### config.mk
export PLATFORM = sky130hd
export DESIGN_NAME = fp_div_iter
export DESIGN_NICKNAME = d
export VERILOG_FILES = /design/src/rtl/fp_div_iter.sv
export SDC_FILE = /design/constraint.sdc
export NUM_CORES = 1
export LEC_CHECK = 0
export BUFFER_PORTS_ARGS = -buffer_cell sky130_fd_sc_hd__buf_2
export CELL_PAD_IN_SITES_DETAIL_PLACEMENT = 1
export CELL_PAD_IN_SITES_GLOBAL_PLACEMENT = 1
export CORE_MARGIN = 2
export CORE_UTILIZATION = 46
export CTS_BUF_LIST = sky130_fd_sc_hd__clkbuf_16
export CTS_CLUSTER_DIAMETER = 200
export CTS_CLUSTER_SIZE = 20
export DETAILED_ROUTE_END_ITERATION = 10
export PLACE_DENSITY = 0.78
export SYNTH_ARGS = -nofsm -noshare
export SYNTH_HDL_FRONTEND = slang
export SYNTH_HIERARCHICAL = 1
export SYNTH_SLANG_ARGS = --single-unit
### constraint.sdc
create_clock -name clk -period 6.2 [get_ports clk]
set_input_delay 0.31 -clock clk [delete_from_list [all_inputs] [get_ports clk]]
set_output_delay 0.31 -clock clk [all_outputs]
set_load 0.02 [all_outputs]
### src/rtl/fp_div_iter.sv
// Iterative IEEE-754 single-precision divider: restoring radix-2, RNE, flush-to-zero.
// Optional exception flags port enabled by defining FP_DIV_FLAGS_EN.

module fp_div_step (
  input  logic [23:0] r,
  input  logic [23:0] mb,
  input  logic        first,
  output logic [23:0] r_nxt,
  output logic        qbit
);
  logic [24:0] r2;
  logic [24:0] diff;

  // The first step compares ma against mb directly to produce the 2^0 quotient bit.
  assign r2    = first ? {1'b0, r} : {r, 1'b0};
  assign diff  = r2 - {1'b0, mb};
  assign qbit  = (r2 >= {1'b0, mb});
  assign r_nxt = qbit ? diff[23:0] : r2[23:0];
endmodule

module fp_div_iter #(
  parameter int          QBITS_PER_CYCLE = 1,
  parameter logic [31:0] CANON_NAN       = 32'h7FC00000
) (
  input  logic        clk,
  input  logic        rst_n,
  input  logic        in_valid,
  output logic        in_ready,
  input  logic [31:0] a,
  input  logic [31:0] b,
  output logic        out_valid,
  input  logic        out_ready,
  output logic [31:0] result
`ifdef FP_DIV_FLAGS_EN
  ,
  output logic [4:0]  flags
`endif
);
  localparam int QB   = QBITS_PER_CYCLE;
  localparam int NCYC = 27 / QB;

  typedef enum logic [1:0] {IDLE, DIVIDE, ROUND, DONE} state_t;

  state_t             state;
  logic [4:0]         cnt;
  logic [23:0]        rem, mb;
  logic [26:0]        q;
  logic               sign;
  logic signed [9:0]  exp_q;

  // operand decode (exp==0 is treated as zero regardless of fraction)
  logic [7:0]  ea, eb;
  logic        s_ab, a_zero, b_zero, a_inf, b_inf, a_nan, b_nan;
  logic        spec_hit;
  logic [31:0] spec_res;
`ifdef FP_DIV_FLAGS_EN
  logic [4:0]  spec_flags, rnd_flags;
`endif

  assign ea     = a[30:23];
  assign eb     = b[30:23];
  assign s_ab   = a[31] ^ b[31];
  assign a_zero = (ea == 8'd0);
  assign b_zero = (eb == 8'd0);
  assign a_inf  = (ea == 8'hFF) && (a[22:0] == 23'd0);
  assign b_inf  = (eb == 8'hFF) && (b[22:0] == 23'd0);
  assign a_nan  = (ea == 8'hFF) && (a[22:0] != 23'd0);
  assign b_nan  = (eb == 8'hFF) && (b[22:0] != 23'd0);
  assign in_ready = (state == IDLE);

  always_comb begin
    spec_hit = 1'b1;
    spec_res = {s_ab, 31'd0};
`ifdef FP_DIV_FLAGS_EN
    spec_flags = 5'd0;
`endif
    if (a_nan || b_nan) begin
      spec_res = CANON_NAN;
    end else if ((a_zero && b_zero) || (a_inf && b_inf)) begin
      spec_res = CANON_NAN;
`ifdef FP_DIV_FLAGS_EN
      spec_flags = 5'b10000;
`endif
    end else if (a_inf) begin
      spec_res = {s_ab, 8'hFF, 23'd0};
    end else if (b_inf || a_zero) begin
      spec_res = {s_ab, 31'd0};
    end else if (b_zero) begin
      spec_res = {s_ab, 8'hFF, 23'd0};
`ifdef FP_DIV_FLAGS_EN
      spec_flags = 5'b01000;
`endif
    end else begin
      spec_hit = 1'b0;
    end
  end

  // QB restoring steps chained combinationally per DIVIDE cycle
  logic [QB:0][23:0] rch;
  logic [QB-1:0]     qstep, qcat;
  logic [26:0]       q_nxt;

  assign rch[0] = rem;
  for (genvar g = 0; g < QB; g++) begin : g_step
    fp_div_step u_step (
      .r     (rch[g]),
      .mb    (mb),
      .first ((g == 0) && (cnt == 5'd0)),
      .r_nxt (rch[g+1]),
      .qbit  (qstep[g])
    );
    assign qcat[QB-1-g] = qstep[g];
  end

  if (QB == 27) begin : g_qfull
    assign q_nxt = qcat;
  end else begin : g_qshift
    assign q_nxt = {q[26-QB:0], qcat};
  end

  // normalise + round-to-nearest-even
  logic              norm, guard, sticky, inc;
  logic [23:0]       man;
  logic [24:0]       msum;
  logic [22:0]       frac;
  logic signed [9:0] e0, e1;
  logic [31:0]       rnd_res;

  always_comb begin
    norm    = q[26];
    man     = norm ? q[26:3] : q[25:2];
    guard   = norm ? q[2] : q[1];
    sticky  = (norm ? (|q[1:0]) : q[0]) | (|rem);
    e0      = norm ? exp_q : exp_q - 10'sd1;
    inc     = guard & (sticky | man[0]);
    msum    = {1'b0, man} + {24'd0, inc};
    frac    = msum[24] ? msum[23:1] : msum[22:0];
    e1      = msum[24] ? e0 + 10'sd1 : e0;
    rnd_res = {sign, e1[7:0], frac};
`ifdef FP_DIV_FLAGS_EN
    rnd_flags = {4'd0, guard | sticky};
`endif
    if (e1 >= 10'sd255) begin
      rnd_res = {sign, 8'hFF, 23'd0};
`ifdef FP_DIV_FLAGS_EN
      rnd_flags = 5'b00101;
`endif
    end else if (e1 <= 10'sd0) begin
      rnd_res = {sign, 31'd0};
`ifdef FP_DIV_FLAGS_EN
      rnd_flags = 5'b00011;
`endif
    end
  end

  always_ff @(posedge clk or negedge rst_n) begin
    if (!rst_n) begin
      state     <= IDLE;
      cnt       <= 5'd0;
      rem       <= 24'd0;
      mb        <= 24'd0;
      q         <= 27'd0;
      sign      <= 1'b0;
      exp_q     <= 10'sd0;
      out_valid <= 1'b0;
      result    <= 32'd0;
`ifdef FP_DIV_FLAGS_EN
      flags     <= 5'd0;
`endif
    end else begin
      case (state)
        IDLE: if (in_valid) begin
          sign <= s_ab;
          if (spec_hit) begin
            result    <= spec_res;
`ifdef FP_DIV_FLAGS_EN
            flags     <= spec_flags;
`endif
            out_valid <= 1'b1;
            state     <= DONE;
          end else begin
            rem   <= {1'b1, a[22:0]};
            mb    <= {1'b1, b[22:0]};
            q     <= 27'd0;
            cnt   <= 5'd0;
            exp_q <= $signed({2'b00, ea}) - $signed({2'b00, eb}) + 10'sd127;
            state <= DIVIDE;
          end
        end
        DIVIDE: begin
          rem <= rch[QB];
          q   <= q_nxt;
          cnt <= cnt + 5'd1;
          if (cnt == 5'(NCYC - 1)) state <= ROUND;
        end
        ROUND: begin
          result    <= rnd_res;
`ifdef FP_DIV_FLAGS_EN
          flags     <= rnd_flags;
`endif
          out_valid <= 1'b1;
          state     <= DONE;
        end
        DONE: if (out_ready) begin
          out_valid <= 1'b0;
          state     <= IDLE;
        end
        default: state <= IDLE;
      endcase
    end
  end
endmodule

# Yosys cells after proc, flatten, opt, wreduce, memory -nomap -nowiden
# Index checks and enable logic that the tools add are counted.
# word_totals
out_inout_bits	34
in_bits	68
register_bits	126
elab_cells	104
# classes
eq_ne	11
magnitude_cmp	3
n_reduce_logical	28
add_sub_neg	7
n_mux	41
n_bitwise	5
# op_table
operator	n
$mux W31	5
$mux W32	4
$mux W24	4
$pmux W32 S2	1
$mux W27	2
$pmux W27 S2	1
$pmux W24 S2	1
$logic_not A23 Y1	2
$reduce_bool A23 Y1	2
$add A24 B1 Y25	1
$ge A25 B24 Y1	1
$mux W25	1
$reduce_or A24 Y1	1
$sub A24 B24 Y24	1
$mux W23	1
$mux W10	2
$eq A8 B8 Y1 const B	2
$logic_not A8 Y1	2
$reduce_and A3 Y1	4
$add A10 B2 Y10 const B	1
$add A9 B8 Y10 const B	1
$ge A10 B9 Y1 const B	1
$le A10 B1 Y1 const B	1
$mux W1	10
other kinds (26)	43

# Depth between registers and ports, before layout
# Gate-level depths: netlist of the first run.
# logic_depth
word_depth	11
ltp_mapped	19
mapped_depth_nobuf	15

# Modules after synthesis
# The synthesis of the first run kept the hierarchy.
# by_module_without_submodules
module	cells_per_inst	seq_area_each_um2	instances	area_per_inst_um2
fp_div_iter	854	3153.0	1	7872.6
fp_div_step	318	0.0	1	2302.2

# Least setup slack after synthesis of the first run
# No wires, ideal clock.
# synth_path
path_type	reg-to-reg
startpoint	register q[26]
endpoint	register result[11]
setup_ps	104
slack_ps	1685
arrival_time_ps	4411
stages_incl_launch_ff	18
required_time_ps	6096
n_path_buf	7
period_less_slack_ps	4515
path_cell_list	dfrtp_1 buf_6 clkbuf_1 buf_1 clkbuf_1 clkbuf_1 nand2_1 a21boi_0 ha_1 and3_1 clkbuf_1 nand4_1 a2111oi_4 mux2i_1 xnor2_4 o41ai_2 buf_6 o41ai_2
# synth_via
elab_chain_cells	10
elab_cells_between_ends	16
classes_between	add/sub: 2; order compare: 2; mux: 9; bitwise: 3
# synth_lines
element	line	source
start, declared	47	logic [26:0] q;
start signal, assigned	192	q <= q_nxt;
$mux W1	133	sticky = (norm ? (|q[1:0]) : q[0]) | (|rem);
$or A1 B1 Y1	133	
$or A1 B1 Y1	135	inc = guard & (sticky | man[0]);
$and A1 B1 Y1	135	
$add A24 B1 Y25	136	msum = {1'b0, man} + {24'd0, inc};
$mux W10	138	e1 = msum[24] ? e0 + 10'sd1 : e0;
$le A10 B1 Y1	148	end else if (e1 <= 10'sd0) begin
$mux W31	148	
$mux W31 (*)	143	if (e1 >= 10'sd255) begin
$pmux W32 S2 (*)	171	case (state)
end signal, assigned	175	result <= spec_res;
end signal, assigned	197	result <= rnd_res;
end, declared	33	output logic [31:0] result
# Every way passes the cells marked *; elsewhere a longest branch is shown, timed or not.
# A chain may end at the register's enable or synchronous reset.

==> results.ini, run 1 <==
[critical_path]
r2r_cells=15
critPathBufInv=3
critPathLaunchType=flip-flop
crit_path_max_fanout=25
path_delay_family=simple AND/OR/NAND/NOR gates
crit_arrival_ns=4.86
crit_path_end_kind=flip-flop
slowest_stage=o211a_1
crit_chain=inv_1, ha_1, nor4b_2, buf_4, mux2_2, ha_1, and3_1, nand2_2, nor3_2, o211a_1, nor2_4, inv_2, mux2_4, mux2i_1, o21ai_0
slowest_delay_ns=0.46
reg2reg_setup_slack_ns=1.60
crit_type=reg -> reg
cpMostUsedCell=ha_1
cp.depth=15
cp.required_ns=6.46

[sta]
fin_crit_sh_pct=74.27
timing_worst_slew_pin_value_ns=1.142
drv_slew=0
setup_tns_ns=0
finClkSkew_ns=0.01131
fmax_mhz=217.2
finalHoldViolCount=0
setup_viol=0
period_minus_slack_ns=4.605
relSlewSlack_pct=23.85
rsz0062_at_grt=no

[drt]
drt_wl_total_mm=30.75
first_pass_iters=5
avgViaCountPerCell=5.945
drtIter0Drc=431
antenna_left=0
drc=0
wl_per_cell_um=20.21
vias=9043

[global_routing]
grt_pass1_wl_mm=50.84
antenna_found_initial=0
grt_overflow=0
grt_max_degree=98
grt_usage_pct=26.90
grt_pass1_vias=9608

[clock_network]
cts_hold_buf=1
cts_tree=done
clk_pin_slew_ns=0.06
cts_resized=0
h-tree-depth=4
cts_buffer_depth=2
numCtsBuffers=17
cts_sinks=126
clock_latency_ns=0.42
cts_root_buf=clkbuf_16
post_cts_buffers=0

[placement]
hpwl_mm=23.36
placed_area_um2=10770
io_buffers=101
gp_congestion=0.9424

[cells_and_area]
area_growth_pct=11.55
drive_above_1_share_pct=20.55
stdcell_area_um2=11350
finalNetCount=1343
antenna_cells=0
fillers=2604

[floorplan]
die_h_um=152.7
rows=54
start_util_pct=46.77
top_level_ports=102
core_um2=21760
die_w_um=152.7
dieArea_um2=23320

[run]
maxCapViolations=0

[synthesis]
netlist_area_um2=10170
synth_cell_type_count=85
synthArstFlopShare_pct=100.0
synth_area_per_cell_um2=8.682
yosys_most_used_dff=dfrtp_1
ys_seq_elements=126
synth-seq-area-share_pct=30.99
synth_warnings=6
synthesis.nets=1287
syn_inst=1172
synth_edf_count=0

[status]
outcome=finished clean

[pwr]
powerDensity_nw_per_um2=623.0
power_leakage_nw=4.925
irDropWorstVdd_mv=0.2663

[worst_hold_path]
min_path_cells=2
hold_class=in -> reg

==> report_power, final <==
part	switching, mW	internal, mW	leakage (nW)
registers	0.256	1.08	1.61
logic	2.94	1.80	3.03
clock network	0.403	0.590	0.278
==> cell families after synthesis <==
family | count (synthesis) | share of synthesized area (%)
AOI/OAI and AO/OA | 282 | 20.22
xor gates and xnor gates | 76 | 6.727
adders and majority gates | 47 | 5.927
buffers and inverters | 134 | 5.841
DFF | 126 | 30.99
muxes | 101 | 10.75
and+or+nand+nor | 406 | 19.55
==> final timing paths <==
check / to / startpoint
max: rem[4] / cnt[0]
min: mb[20] / b[20]
max reg2reg: rem[4] / cnt[0]
min reg2reg: result[1] / result[1]
max in group asynchronous: mb[9] / rst_n
min in group asynchronous: result[27] / rst_n
==> Yosys cell counts (all sizes together) (5+ instances only) <==
cell | number | area (um^2)
nand4 | 28 | 196.4
mux2 | 57 | 653.1
xor2 | 28 | 245.2
a31oi | 11 | 68.82
nor2 | 60 | 232.7
a21oi | 60 | 307.8
ha | 45 | 563.0
a211oi | 8 | 70.06
o21a | 11 | 82.58
clkbuf | 50 | 187.7
and3 | 10 | 62.56
nor4 | 28 | 175.2
or3 | 6 | 47.54
dfrtp | 126 | 3153
o31ai | 15 | 147.6
o211ai | 5 | 42.54
nand2b | 10 | 62.56
a211o | 7 | 61.31
nor2b | 7 | 43.79
xnor2 | 48 | 439.2
nand3 | 28 | 140.1
o21ai | 87 | 435.4
a21o | 9 | 67.56
nand2 | 170 | 643.1
o41ai | 21 | 319.1
buf | 26 | 188.9
a21boi | 9 | 67.57
inv | 58 | 217.7
nor3 | 34 | 175.2
mux2i | 44 | 440.4
==> worst register-to-register path: cells and delay by family, from the launching register on <==
kind	cells	cell delay, ns
compound gates	2	0.55
fa+ha+maj	2	0.61
buf+inv	3	0.75
flops	1	0.42
mux	3	0.89
simple gates	5	1.23
==> cell type report <==
class	instances	area [um^2]	area share (%)
clock buffers	17	425.4	3.748
clock inverters	15	148.9	1.312
inverters	58	217.7	1.918
multi-input cells	912	6452	56.85
flip-flops and latches	126	3154	27.79
well taps	280	350.3	3.087
repair buffers	113	600.6	5.292
==> registers in the layout, indices dropped and copies added (netlist names) <==
signal	count
result	32
q	27
mb	24
rem	24
exp_q	10
cnt	5
state	2
out_valid	1
sign	1
==> cells in the final DEF, fill, tap and decap left out, types with 6 or more instances in the layout <==
cell,instances
o31ai_1,8
nor2_1,59
o31ai_2,7
a211oi_1,6
a21o_1,9
nor4_1,28
nor2b_1,7
o21ai_0,84
a21oi_1,58
buf_2,100
xor2_1,28
a31oi_1,11
ha_1,44
mux2i_1,44
and3_1,10
inv_1,58
dfrtp_1,125
a211o_1,7
o41ai_2,17
a21boi_0,8
nand2b_1,10
o21a_1,11
clkbuf_16,17
nand3_1,28
nand4_1,26
xnor2_1,47
mux2_2,54
nor3_1,33
nand2_1,168
buf_4,12
==> metrics by stage <==
| stage | hold WS, ns | power, mW | utilization [%] | setup slack (ns) | std cells |
|---|---|---|---|---|---|
| 2_1_floorplan | 0.01441 | 4.981 | - | 1.685 | 1172 |
| 6_report | 0.1326 | 7.071 | 52.17 | 1.595 | 1521 |
| 5_1_grt | 0.1231 | 7.651 | 52.17 | 1.320 | 1521 |
| 3_3_place_gp | 0.4070 | 5.927 | 49.48 | 1.836 | 1488 |
| 4_1_cts | 0.1188 | 7.080 | 52.17 | 1.614 | 1521 |
| 3_5_place_dp | 0.4150 | 6.048 | 49.48 | 1.655 | 1488 |
==> per-layer routing <==
| layer | vias up | track usage (%) | part of all wire, % |
|---|---|---|---|
| li1 | 4354 | - | - |
| met1 | 4432 | 33.02 | 44 |
| met2 | 203 | 48.11 | 50 |
| met3 | 54 | 3.982 | 3.6 |
| met4 | 0 | 9.392 | 2.8 |
| met5 | - | 0 | 0 |
No activity file was read; power rests on OpenSTA's default activity.
==> inputs of run 2 (changes only) <==
--- a/config.mk
+++ b/config.mk
@@ -9,12 +9,12 @@
 export CELL_PAD_IN_SITES_DETAIL_PLACEMENT = 1
 export CELL_PAD_IN_SITES_GLOBAL_PLACEMENT = 1
 export CORE_MARGIN = 2
-export CORE_UTILIZATION = 46
+export CORE_UTILIZATION = 42
 export CTS_BUF_LIST = sky130_fd_sc_hd__clkbuf_16
 export CTS_CLUSTER_DIAMETER = 200
 export CTS_CLUSTER_SIZE = 20
 export DETAILED_ROUTE_END_ITERATION = 10
-export PLACE_DENSITY = 0.78
+export PLACE_DENSITY = 0.75
 export SYNTH_ARGS = -nofsm -noshare
 export SYNTH_HDL_FRONTEND = slang
 export SYNTH_HIERARCHICAL = 1
==> constraint.sdc (replaced) <==
create_clock -name clk -period 3.7 [get_ports clk]
set_input_delay 0.185 -clock clk [delete_from_list [all_inputs] [get_ports clk]]
set_output_delay 0.185 -clock clk [all_outputs]
set_load 0.02 [all_outputs]
==> results.ini, run 2 (same netlist as run 1, synthesis figures left out) <==
[status]
outcome=finished with violations  ; was finished clean
failed_checks=negative setup slack

[global_routing]
grt_usage_pct=25.58  ; was 26.90%
grt_pass1_wl_mm=52.70  ; was 50.84 mm
top_usage_layer=met2  ; unchanged
met3_usage_pct=2.805  ; was 3.982%
antenna_found_initial=0  ; unchanged
grt_overflow=0  ; unchanged
gr-usage-met2_pct=46.32  ; was 48.11%
grt_max_degree=98  ; unchanged
use_met1_pct=31.87  ; was 33.02%
grt_pass1_vias=9904  ; was 9,608

[critical_path]
crit_arrival_ns=4.06  ; was 4.86 ns
crit_start=cnt[1]  ; was cnt[0]
critPathLaunchType=flip-flop  ; unchanged
cp.required_ns=4.03  ; was 6.46 ns
crit_path_end_kind=flip-flop  ; unchanged
crit_path_max_fanout=7  ; was 25
reg2reg_setup_slack_ns=-0.03  ; was 1.60 ns
rr_startpoint=cnt[1]  ; was cnt[0]
crit_type=reg -> reg  ; unchanged

[pwr]
clkPwrFrac_pct=10.8  ; was 14.0%
p_sw_share_pct=48.34  ; was 50.92%
total_power_mw=15.21  ; was 7.071 mW
irDropWorstVdd_mv=0.5336  ; was 0.2663 mV
powerDensity_nw_per_um2=1174  ; was 623.0 nW/um^2
power_frac_seq_pct=14.6  ; was 18.9%
net-switching-power_mw=7.353  ; was 3.601 mW
intPower_mw=7.859  ; was 3.470 mW
pwr-share-comb_pct=74.6  ; was 67.1%
power_leakage_nw=5.585  ; was 4.925 nW

[sta]
drv_slew=0  ; unchanged
finalHoldViolCount=0  ; unchanged
rsz0062_at_grt=yes  ; was no
timing_worst_slew_pin_value_ns=1.066  ; was 1.142 ns
relSlewSlack_pct=28.92  ; was 23.85%
fmax_mhz=268.2  ; was 217.2 MHz
fin_crit_sh_pct=100.8  ; was 74.27%
finClkSkew_ns=0.01313  ; was 0.01131 ns
setup_viol=1  ; was 0
period_minus_slack_ns=3.729  ; was 4.605 ns
setup_ws_ns=-0.02873  ; was 1.595 ns

[drt]
drtIter0Drc=538  ; was 431
vias=9605  ; was 9,043
avgViaCountPerCell=5.779  ; was 5.945
wl_per_cell_um=20.50  ; was 20.21 um
drt_wl_total_mm=34.08  ; was 30.75 mm
antenna_left=0  ; unchanged
first_pass_iters=5  ; unchanged
drc=0  ; unchanged

[clock_network]
cts_sinks=126  ; unchanged
cts_tree=done  ; unchanged
clock_latency_ns=0.43  ; was 0.42 ns
h-tree-depth=4  ; unchanged
cts_root_buf=clkbuf_16  ; unchanged
clk_pin_slew_ns=0.06  ; about the same
numCtsBuffers=17  ; unchanged
cts_buffer_depth=2  ; unchanged

[cells_and_area]
largest-register=result  ; unchanged
final_common_cell=nand2_1  ; unchanged
finalNetCount=1445  ; was 1,343
area_growth_pct=27.40  ; was 11.55%
drive_above_1_share_pct=31.05  ; was 20.55%
layout_common_cells=nand2_1, dfrtp_1, buf_2  ; unchanged
largest_register_ffs=32  ; unchanged
fin_cells=1662  ; was 1,521
final_util_pct=54.90  ; was 52.17%
antenna_cells=0  ; unchanged
largestRegisters=result: 32 flops, q: 27 flops  ; unchanged

[placement]
gp_congestion=0.9049  ; was 0.9424
placed_cells=1603  ; was 1,488
io_buffers=101  ; unchanged
hpwl_mm=24.26  ; was 23.36 mm

[floorplan]
top_level_ports=102  ; unchanged
rows=56  ; was 54
die_w_um=159.6  ; was 152.7 um
core_um2=23610  ; was 21,760 um^2
die_h_um=159.6  ; was 152.7 um
dieArea_um2=25490  ; was 23,320 um^2
start_util_pct=43.09  ; was 46.77%

[worst_hold_path]
hold_class=in -> reg  ; unchanged
hp-start=b[18]  ; was b[20]

[run]
maxCapViolations=0  ; unchanged

## run 2: changes by cell type in the layout (fill, tap and decap cells not counted), sizes merged
cell / before / now
buf: 112 / 204
dlygate4sd3: 1 / 9
inv: 60 / 63
clkbuf: 17 / 19
clkinv: 8 / 6
bufinv: 2 / 1
## run 2: layer usage
metal / up-vias / share of wire [%]
met1: 4814 / 43
met5: - / 0
met2: 190 / 52
li1: 4552 / -
met4: 0 / 2.6
met3: 49 / 2.5
## run 2: power by group through the flow
stage	Clock (mW)	Combinational, mW	Sequential (mW)
final	1.64	11.4	2.22
after global routing	1.72	12.1	2.28
after CTS	1.66	9.63	2.19
after detailed placement	0	9.17	2.22
after global placement	0	9.00	2.20
after floorplan	0	6.26	2.13
## run 2: per-stage QoR
stage	instance area, um^2	hold WS (ns)	setup WS, ns	setup TNS [ns]
2_1_floorplan	10230	-0.1106	0.02664	0
5_1_grt	12960	0.01651	-0.1336	-1.521
6_report	12960	0.01023	-0.02873	-0.02873
4_1_cts	12300	0.002487	-0.02375	-0.02375
3_5_place_dp	11470	0.3164	-0.1321	-1.154
3_3_place_gp	11470	0.3184	-0.1025	-0.3253
## run 2: critical path: stages, from the launching register on
cell	delay (ns)
dfrtp_1	0.39
inv_2	0.09
ha_4	0.13
nor4b_4	0.19
buf_6	0.18
clkbuf_16	0.17
mux2_4	0.33
ha_4	0.25
a21oi_1	0.28
o21ai_1	0.21
a221o_2	0.43
nor2_4	0.23
inv_4	0.10
buf_4	0.18
a21oi_1	0.16
mux2i_1	0.10
o21ai_0	0.20
## run 2: worst paths after layout
| kind | endpoint | depth (start not counted) |
|---|---|---|
| max | rem[12] | 16 |
| min | mb[18] | 2 |
| max reg2reg | rem[12] | 16 |
| min reg2reg | mb[23] | 1 |
| max in group asynchronous | rem[16] | 3 |
| min in group asynchronous | result[29] | 2 |
## run 2: repair_timing
action                                 CTS  global route
gates cloned                             2             2
setup endpoints to repair               24            34
hold buffers                             9             0
resized for setup                       20           102
setup buffers                            2            14
endpoints found under the hold margin   66             0
pin swaps                                3            22
## run 2: cell type report
cell class,instances,area [um^2]
clock buffer,17,425.4
tap,319,399.1
fill,2763,10650
sequential,126,3154
multi-input combinational,912,7086
inverter,58,220.2
clock inverter,15,135.1
timing repair buffer,215,1543
==> inputs of run 3 (changes only) <==
==> config.mk (replaced) <==
export PLATFORM = sky130hd
export DESIGN_NAME = fp_div_iter
export DESIGN_NICKNAME = d
export VERILOG_FILES = /design/src/rtl/fp_div_iter.sv
export SDC_FILE = /design/constraint.sdc
export NUM_CORES = 1
export LEC_CHECK = 0
export BUFFER_PORTS_ARGS = -buffer_cell sky130_fd_sc_hd__buf_2
export CORE_MARGIN = 3
export CORE_UTILIZATION = 50
export CTS_BUF_LIST = sky130_fd_sc_hd__clkbuf_16
export CTS_CLUSTER_DIAMETER = 200
export CTS_CLUSTER_SIZE = 20
export DETAILED_ROUTE_END_ITERATION = 10
export PLACE_DENSITY = 0.69
export SYNTH_ARGS = -nofsm -noshare
export SYNTH_HDL_FRONTEND = slang
export SYNTH_HIERARCHICAL = 1
export SYNTH_SLANG_ARGS = --single-unit
==> results.ini, run 3 (same netlist as run 1, synthesis figures left out) <==
[status]
outcome=finished clean  ; was finished with violations

[critical_path]
crit_arrival_ns=3.95  ; was 4.06 ns
reg2reg_setup_slack_ns=0.10  ; was -0.03 ns
r2r_cells=15  ; was 16
crit_type=reg -> reg  ; unchanged
critPathLaunchType=flip-flop  ; unchanged
cp.required_ns=4.05  ; was 4.03 ns
crit_path_max_fanout=7  ; unchanged
crit_path_end_kind=flip-flop  ; unchanged

[floorplan]
top_level_ports=102  ; unchanged
die_h_um=148.7  ; was 159.6 um
rows=51  ; was 56
dieArea_um2=22100  ; was 25,490 um^2
die_w_um=148.7  ; was 159.6 um
core_um2=19720  ; was 23,610 um^2
start_util_pct=51.60  ; was 43.09%

[sta]
relSlewSlack_pct=43.09  ; was 28.92%
fin_crit_sh_pct=97.27  ; was 100.8%
setup_ws_ns=0.1011  ; was -0.02873 ns
drv_slew=0  ; unchanged
fmax_mhz=277.9  ; was 268.2 MHz
finClkSkew_ns=0.01044  ; was 0.01313 ns
setup_viol=0  ; was 1
rsz0062_at_grt=yes  ; unchanged
period_minus_slack_ns=3.599  ; was 3.729 ns
finalHoldViolCount=0  ; unchanged
timing_worst_slew_pin_value_ns=0.8537  ; was 1.066 ns

[worst_hold_path]
hold_class=in -> reg  ; unchanged
min_path_cells=2  ; unchanged

[cells_and_area]
final_common_cell=nand2_1  ; unchanged
layout_common_cells=nand2_1, dfrtp_1, buf_2  ; unchanged
finalNetCount=1432  ; was 1,445
largest_register_ffs=32  ; unchanged
area_growth_pct=24.70  ; was 27.40%
largestRegisters=result: 32 flops, q: 27 flops  ; unchanged
antenna_cells=0  ; unchanged
largest-register=result  ; unchanged
drive_above_1_share_pct=29.77  ; was 31.05%
fillers=1625  ; was 2,763
stdcell_area_um2=12690  ; was 12,960 um^2

[drt]
first_pass_iters=5  ; unchanged
avgViaCountPerCell=5.777  ; was 5.779
drtIter0Drc=605  ; was 538
vias=9215  ; was 9,605
antenna_left=0  ; unchanged
drc=0  ; unchanged
wl_per_cell_um=17.86  ; was 20.50 um
drt_wl_total_mm=28.48  ; was 34.08 mm

[clock_network]
h-tree-depth=4  ; unchanged
cts_root_buf=clkbuf_16  ; unchanged
cts_buffer_depth=2  ; unchanged
clock_latency_ns=0.43  ; about the same
cts_tree=done  ; unchanged
cts_sinks=126  ; unchanged
clk_pin_slew_ns=0.06  ; about the same
numCtsBuffers=17  ; unchanged

[pwr]
irDropWorstVdd_mv=0.6969  ; was 0.5336 mV
p_sw_share_pct=47.68  ; was 48.34%
pwr-share-comb_pct=73.1  ; was 74.6%
powerDensity_nw_per_um2=1114  ; was 1174 nW/um^2
intPower_mw=7.393  ; was 7.859 mW
clkPwrFrac_pct=11.4  ; was 10.8%
power_leakage_nw=5.480  ; was 5.585 nW
power_frac_seq_pct=15.5  ; was 14.6%
net-switching-power_mw=6.738  ; was 7.353 mW

[placement]
placed_area_um2=11290  ; was 11,470 um^2
io_buffers=101  ; unchanged
pre_cts_slack_ns=-0.1338  ; was -0.1321 ns
hpwl_mm=20.86  ; was 24.26 mm
gp_congestion=0.8922  ; was 0.9049

[global_routing]
grt_overflow=0  ; unchanged
grt_max_degree=98  ; unchanged
antenna_found_initial=0  ; unchanged
grt_usage_pct=25.05  ; was 25.58%
grt_pass1_vias=8865  ; was 9,904
grt_pass1_wl_mm=44.59  ; was 52.70 mm

[run]
maxCapViolations=0  ; unchanged

-- run 3: worst max-delay path, stage by stage, from the launching register on --
cell      delay (ns)
dfrtp_1         0.38
inv_2           0.08
ha_4            0.12
nor4b_4         0.29
buf_12          0.18
mux2_2          0.36
ha_2            0.40
nand4_2         0.20
nor3_1          0.22
a21boi_2        0.29
o21ai_2         0.11
buf_4           0.14
mux2_2          0.28
o31ai_4         0.22
mux2i_1         0.09
o21ai_0         0.15
-- run 3: layout make-up --
cell class              count  area [um^2]  area share, %
flip-flops and latches    126         3154          24.86
clock inverters            15        137.6          1.085
repair buffers            202         1398          11.01
clock buffers              17        425.4          3.353
multi-input cells         912         7022          55.34
well taps                 265        331.6          2.613
inverters                  58        220.2          1.736
-- run 3: timing repair --
| action | CTS | global route |
|---|---|---|
| pin swaps | 1 | 22 |
| resized for setup | 6 | 105 |
| hold buffers | 11 | 0 |
| hold endpoints to repair | 57 | 0 |
| gates cloned | 0 | 3 |
| buffers inserted | 0 | 13 |
| setup endpoints to repair | 22 | 45 |
-- run 3: through the flow --
stage | TNS, ns | hold WS [ns] | std cells | util (%) | power (mW)
3_3_place_gp | -0.5292 | 0.2474 | 1536 | 57.27 | 10.79
4_1_cts | 0 | 0.001831 | 1579 | 60.80 | 12.54
3_5_place_dp | -1.505 | 0.2392 | 1536 | 57.27 | 10.82
6_report | 0 | 0.006623 | 1595 | 64.35 | 14.13
2_1_floorplan | 0 | -0.1106 | 1172 | - | 8.396
5_1_grt | -0.2871 | -0.0002744 | 1595 | 64.35 | 15.09
-- run 3: path summary, 6_finish.rpt --
path	start	end
min reg2reg	result[19]	result[19]
min	b[13]	mb[13]
min in group asynchronous	rst_n	result[30]
max	cnt[1]	rem[20]
max reg2reg	cnt[1]	rem[20]
max in group asynchronous	rst_n	mb[15]
-- run 3: power by group through the flow --
stage | clock [mW] | combinational [mW] | sequential (mW)
final | 1.61 | 10.3 | 2.19
after global routing | 1.71 | 11.1 | 2.24
after CTS | 1.64 | 8.73 | 2.18
after detailed placement | 0 | 8.62 | 2.20
after global placement | 0 | 8.60 | 2.19
after floorplan | 0 | 6.26 | 2.13
-- run 3: routing by layer --
layer | wire, um | global-route usage, % | vias up | share of wire, %
met5 | 0 | 0 | - | 0
met4 | 714 | 7.898 | 0 | 2.5
met3 | 1160 | 4.083 | 49 | 4.1
met2 | 14170 | 43.87 | 244 | 50
met1 | 12440 | 31.69 | 4389 | 44
li1 | - | - | 4533 | -
